--- src/rtl/hub75_fb_arb.sv ---
// hub75_fb_arb - write-port arbiter and clear engine for the HUB75 framebuffer
// (16384 x 16-bit words, 4-bit nibble write mask).
//
// Shares the single framebuffer write port between a host requester and a DMA
// requester with two-way round-robin arbitration. The last-grant pointer
// resets to DMA, so the host wins the first tie.
//
// Optional feature macro: HUB75_FB_CLEAR_EN
//   defined   : clear engine present; a clr_start pulse fills all 16384 words
//               with clr_data (mask 4'hF), one write per cycle, and blocks
//               both requesters while it runs.
//   undefined : clr_start/clr_data ignored, clr_busy tied 0.
//
// Ports:
//   clk, rst              clock, asynchronous active-high reset
//   h_addr/h_data/h_mask  host write request, h_valid/h_ready handshake
//   d_addr/d_data/d_mask  DMA write request,  d_valid/d_ready handshake
//   clr_start, clr_data   clear start pulse and fill value
//   clr_busy              clear in progress
//   mem_wr_*              registered framebuffer write port
module hub75_fb_arb (
  input  logic        clk,
  input  logic        rst,
  input  logic [13:0] h_addr,
  input  logic [15:0] h_data,
  input  logic [3:0]  h_mask,
  input  logic        h_valid,
  output logic        h_ready,
  input  logic [13:0] d_addr,
  input  logic [15:0] d_data,
  input  logic [3:0]  d_mask,
  input  logic        d_valid,
  output logic        d_ready,
  input  logic        clr_start,
  input  logic [15:0] clr_data,
  output logic        clr_busy,
  output logic [13:0] mem_wr_addr,
  output logic [15:0] mem_wr_data,
  output logic [3:0]  mem_wr_mask,
  output logic        mem_wr_ena
);

  logic [13:0] addr_q;
  logic [15:0] data_q;
  logic [3:0]  mask_q;
  logic        ena_q;
  logic        last_dma_q;  // 1: DMA was granted last
  logic        arb_ok;
  logic        gnt_h, gnt_d;

`ifdef HUB75_FB_CLEAR_EN
  typedef enum logic {S_IDLE, S_CLEAR} state_t;
  state_t      state_q;
  logic [13:0] cnt_q;
  logic [15:0] fill_q;
  logic        busy_q;

  // A clr_start cycle takes priority over any pending request.
  assign arb_ok   = (state_q == S_IDLE) && !clr_start;
  assign clr_busy = busy_q;
`else
  logic unused_clr;
  assign unused_clr = ^{clr_start, clr_data};
  assign arb_ok     = 1'b1;
  assign clr_busy   = 1'b0;
`endif

  assign gnt_h   = arb_ok && h_valid && (!d_valid || last_dma_q);
  assign gnt_d   = arb_ok && d_valid && (!h_valid || !last_dma_q);
  assign h_ready = gnt_h;
  assign d_ready = gnt_d;

  assign mem_wr_addr = addr_q;
  assign mem_wr_data = data_q;
  assign mem_wr_mask = mask_q;
  assign mem_wr_ena  = ena_q;

  always_ff @(posedge clk or posedge rst) begin
    if (rst) begin
      addr_q     <= '0;
      data_q     <= '0;
      mask_q     <= '0;
      ena_q      <= 1'b0;
      last_dma_q <= 1'b1;
`ifdef HUB75_FB_CLEAR_EN
      state_q    <= S_IDLE;
      cnt_q      <= '0;
      fill_q     <= '0;
      busy_q     <= 1'b0;
`endif
    end else begin
      // Address/data/mask hold their last value when no write is issued.
      ena_q <= 1'b0;
      if (gnt_h) begin
        addr_q     <= h_addr;
        data_q     <= h_data;
        mask_q     <= h_mask;
        ena_q      <= 1'b1;
        last_dma_q <= 1'b0;
      end else if (gnt_d) begin
        addr_q     <= d_addr;
        data_q     <= d_data;
        mask_q     <= d_mask;
        ena_q      <= 1'b1;
        last_dma_q <= 1'b1;
      end
`ifdef HUB75_FB_CLEAR_EN
      // Grants are impossible in S_CLEAR, so the clear writes never collide
      // with the arbiter writes above.
      case (state_q)
        S_IDLE: begin
          busy_q <= 1'b0;
          if (clr_start) begin
            state_q <= S_CLEAR;
            cnt_q   <= '0;
            fill_q  <= clr_data;
          end
        end
        S_CLEAR: begin
          busy_q <= 1'b1;
          ena_q  <= 1'b1;
          addr_q <= cnt_q;
          data_q <= fill_q;
          mask_q <= 4'hF;
          cnt_q  <= cnt_q + 14'd1;
          // Leaving here lets requesters be granted on the very next edge,
          // while busy drops one edge later together with the last write.
          if (cnt_q == 14'h3FFF) state_q <= S_IDLE;
        end
        default: state_q <= S_IDLE;
      endcase
`endif
    end
  end

endmodule

--- config.mk ---
export PLATFORM = sky130hd
export DESIGN_NAME = hub75_fb_arb
export DESIGN_NICKNAME = d
export VERILOG_FILES = /design/src/rtl/hub75_fb_arb.sv
export SDC_FILE = /design/constraint.sdc
export NUM_CORES = 1
export LEC_CHECK = 0
export BUFFER_PORTS_ARGS = -buffer_cell sky130_fd_sc_hd__buf_4
export CORE_MARGIN = 3
export CORE_UTILIZATION = 46
export DETAILED_ROUTE_END_ITERATION = 7
export PLACE_DENSITY = 0.88
export SYNTH_ARGS = -nofsm -noshare
export SYNTH_HDL_FRONTEND = slang
export SYNTH_SLANG_ARGS = --single-unit
--- constraint.sdc ---
create_clock -name clk -period 2 [get_ports clk]
set_input_delay 0.1 -clock clk [delete_from_list [all_inputs] [get_ports clk]]
set_output_delay 0.1 -clock clk [all_outputs]
set_load 0.01 [all_outputs]
# Yosys cells after proc, flatten, opt, wreduce, memory -nomap -nowiden

Cells that the tools add are included.

Mux-type cells: 10
Reductions and logical operators: 8

Operator list:

| kind               | number |
|---|---|
| two-way mux 16 bit | 2 |
| two-way mux 14 bit | 2 |
| two-way mux 4 bit  | 2 |
| two-way mux 1 bit  | 4 |
| logical NOT 1 bit  | 3 |
| logical AND 1 bit  | 2 |
| logical OR 1 bit   | 2 |
| nonzero test 2 bit | 1 |

Flip-flop bits (word level): 36
Bits of input ports: 89
Output and inout port bits: 38
Logic and storage cells: 23

# Depth between registers and ports, before layout

Depth after elaboration: 5
Gate-level depth with buffers: 5
Mapped depth without buffers: 3

# Worst setup path after synthesis

OpenSTA, ideal clock, no wires.

Kind: flip-flop to output port
Start: register last_dma_q
End: output port h_ready
Data arrival time: 1157 ps
Required time: 1900 ps
Slack: 743 ps
Cell stages (with the launch flop): 5
Cells stage by stage: dfstp_2 -> buf_2 -> buf_2 -> inv_1 -> a21boi_0

Cells in the longest elaborated chain, start to end: 2

Ends and longest elaborated chain:

| what                   | RTL line | RTL |
|---|---|---|
| from (decl)            | 47       | `logic last_dma_q;` |
| from (signal assigned) | 84       | `last_dma_q <= 1'b1;` |
| from (signal assigned) | 99       | `last_dma_q <= 1'b0;` |
| from (signal assigned) | 105      | `last_dma_q <= 1'b1;` |
| logical OR 1 bit       | 68       | `assign gnt_h = arb_ok && h_valid && (!d_valid \|\| last_dma_q);` |
| logical AND 1 bit      | 68       |  |
| to (decl)              | 28       | `output logic h_ready,` |

No other way between the ends.

# Worst setup path after layout

Start: register last_dma_q
End: output port d_ready

Cells in the longest elaborated chain, start to end: 3

Ends and longest elaborated chain:

| what              | RTL line | RTL |
|---|---|---|
| logical NOT 1 bit | 69       | `assign gnt_d = arb_ok && d_valid && (!h_valid \|\| !last_dma_q);` |
| logical OR 1 bit  | 69       |  |
| logical AND 1 bit | 69       |  |
| to (decl)         | 33       | `output logic d_ready,` |

No other way between the ends.

==> results.py <==
metrics = {
    "outcome": {
        "status": "finished, final reports clean",
    },
    "finish": {
        "nets": 390,
        "layout_commonest_cell": "buf_4",
        "antenna_cells": 0,
        "area_growth_pct": 41.7,
        "mostFrequentLayoutCells": "buf_4 (112), dfrtp_1 (35)",
        "drive_above_1_share_pct": 40.7,
    },
    "clocking": {
        "numCtsBuffers": 5,
        "cts.path.max_buffers": 2,
        "clockRootBuffer": "clkbuf_8",
        "path_clk_slew_ps": 70,
        "cts_htree_levels": 2,
        "cts_tree": "yes",
        "cts_setup_buffers": 0,
        "cts.sinks": 36,
        "cts_resized": 0,
        "worst_skew_pair.late_latency_ps": 280,
    },
    "sta": {
        "drv_slew": 0,
        "min_period_over_period_pct": 88.2,
        "setup_viol": 0,
        "tightestPinTransition_ps": 646,
        "relSlewSlack_pct": 56.9,
        "finalHoldViolations": 0,
        "fmax_ghz": 0.567,
        "rsz0062_at_grt": "no",
        "period_minus_slack_ps": 1760,
        "fin_skew_ps": 6.22,
        "finalSetupTns_ps": 0,
    },
    "placement": {
        "io_buffers": 108,
        "hpwl_um": 3890,
        "gp_congestion": 0.769,
    },
    "setup_path": {
        "slowest_delay_ps": 720,
        "worst_setup_path_start_kind": "register",
        "critPathMaxFanout": 36,
        "arrival_ps": 1660,
        "worstPathRequired_ps": 1900,
        "criticalPathCategory": "reg -> out",
        "rr_endpoint": "mem_wr_addr[2]",
        "r2r_start": "last_dma_q",
        "end_kind": "output port",
        "regToRegSetupSlack_ps": 430,
        "slowest_stage": "dfstp_2",
        "worstPathCellList": "nand2_4, nand2_1, inv_1, buf_4",
        "rr_worst_depth": 3,
    },
    "synthesis": {
        "synth_area_um2": 2040,
        "syn_inst": 205,
        "synth_seq_cells": 36,
        "synth.distinct_cells": 18,
        "synth_area_per_cell_um2": 9.97,
        "ys_seq_area_share_pct": 44.2,
        "syn_nets": 294,
        "yosys_warnings": 0,
    },
    "route": {
        "wl_per_cell_um": 16.0,
        "wl_um": 5640,
        "drc": 0,
        "drt_iter0_drc": 170,
        "viasPerCell": 5.65,
        "final_antenna_net_count": 0,
        "via_count": 1988,
        "first_pass_iters": 5,
    },
    "floorplan": {
        "num_io_pins": 127,
        "die_h_um": 72.6,
        "start_util_pct": 49.3,
        "std_cell_rows": 23,
        "core-area_um2": 4140,
        "die-area_um2": 5280,
        "die_w_um": 72.6,
    },
    "pwr": {
        "p_leak_uw": 0.00153,
        "p_total_uw": 2050,
        "ir_drop_mv": 0.390,
        "p_per_area_nw_per_um2": 707,
    },
    "global_routing": {
        "grt_pass1_vias": 2128,
        "track_usage_pct": 21.9,
        "grt_max_degree": 73,
        "grt_first_pass_wirelength_um": 9270,
        "overflow": 0,
        "antenna_found_initial": 0,
    },
    "min_path": {
        "hp-start": "d_data[9]",
        "whs_path_depth": 3,
        "worstHoldPathType": "in -> reg",
        "worstHoldEndpoint": "mem_wr_data[9]",
    },
    "flow_run": {
        "cap_violations": 0,
    },
}
==> area by class of cell <==
type,count,area (um^2)
Fill cell,370,1250
Multi-Input combinational cell,142,976
Sequential cell,36,902
Timing Repair Buffer,113,851
Clock buffer,6,82.6
Tap cell,50,62.6
Inverter,3,11.3
Clock inverter,2,10.0
==> worst max-delay path by stage <==
stage	cells after the start	slack [ps]	end	start
after global placement	3	510	mem_wr_addr[9]	last_dma_q
after detailed placement	3	420	mem_wr_addr[2]	last_dma_q
final	4	240	d_ready	last_dma_q
after floorplan	4	740	h_ready	last_dma_q
after CTS	4	210	d_ready	last_dma_q
after global routing	4	50	h_ready	last_dma_q
==> through the flow <==
step / std cells / setup slack (ps) / util, % / hold slack [ps] / area, um^2
finish: 352 / 237 / 69.9 / 57.5 / 2900
global route: 352 / 51.4 / 69.9 / 52.0 / 2900
CTS: 352 / 207 / 69.9 / 53.0 / 2900
detailed placement: 343 / 415 / 67.4 / 247 / 2790
global placement: 343 / 511 / 67.4 / 244 / 2790
floorplan: 205 / 743 / - / 250 / 2040
==> power by group <==
group / leakage [uW] / internal [uW] / switching (uW)
sequential: 0.000423 / 830 / 71.9
clock: 0.0000510 / 275 / 244
combinational: 0.00105 / 336 / 292
total: 0.00153 / 1440 / 608
==> Yosys cell counts <==
master    count  area, um^2
dfrtp_1      35         876
a31oi_1      34         213
and3_1       34         213
mux2i_1      34         340
o21ai_1      34         170
buf_2         7        35.0
buf_4         6        45.0
clkbuf_1      5        18.8
buf_6         4        45.0
inv_1         3        11.3
clkbuf_2      2        10.0
a21boi_0      1        7.51
conb_1        1        3.75
dfstp_2       1        26.3
nand2_1       1        3.75
nand2_4       1        11.3
o21a_1        1        7.51
or2_2         1        6.26
==> layer usage <==
| metal | wire, um | vias up | track usage, % |
|---|---|---|---|
| li1 | - | 956 | - |
| met1 | 2260 | 938 | 26.1 |
| met2 | 2850 | 84 | 38.3 |
| met3 | 452 | 10 | 6.34 |
| met4 | 73 | 0 | 6.15 |
| met5 | 0 | - | 0 |
==> timing repair <==
item,4_1_cts,5_1_grt
setup endpoints to repair,0,0
hold buffers,1,0
endpoints found under the hold margin,35,0
==> kinds of logic (layout without fill, tap and decap cells) <==
logic type             after synthesis  after routing  share of synthesized area (%)
AOI/OAI and AO/OA                   70             70                           19.5
DFF                                 36             36                           44.2
and+or+nand+nor                     37             37                           11.5
other                                1              1                          0.184
buffers and inverters               27            124                           8.08
muxes                               34             34                           16.7
==> critical path, delay by kind of cell, from the launching register on <==
kind                   cells  cell delay, ps
and+or+nand+nor            2             470
buffers and inverters      2             180
DFF                        1             720
==> state kept, by name, summed over array words and instances (netlist names) <==
register,cells
mem_wr_data,16
mem_wr_mask,4
last_dma_q,1
mem_wr_addr,14
mem_wr_ena,1
Power figures use the tool's default switching activity.
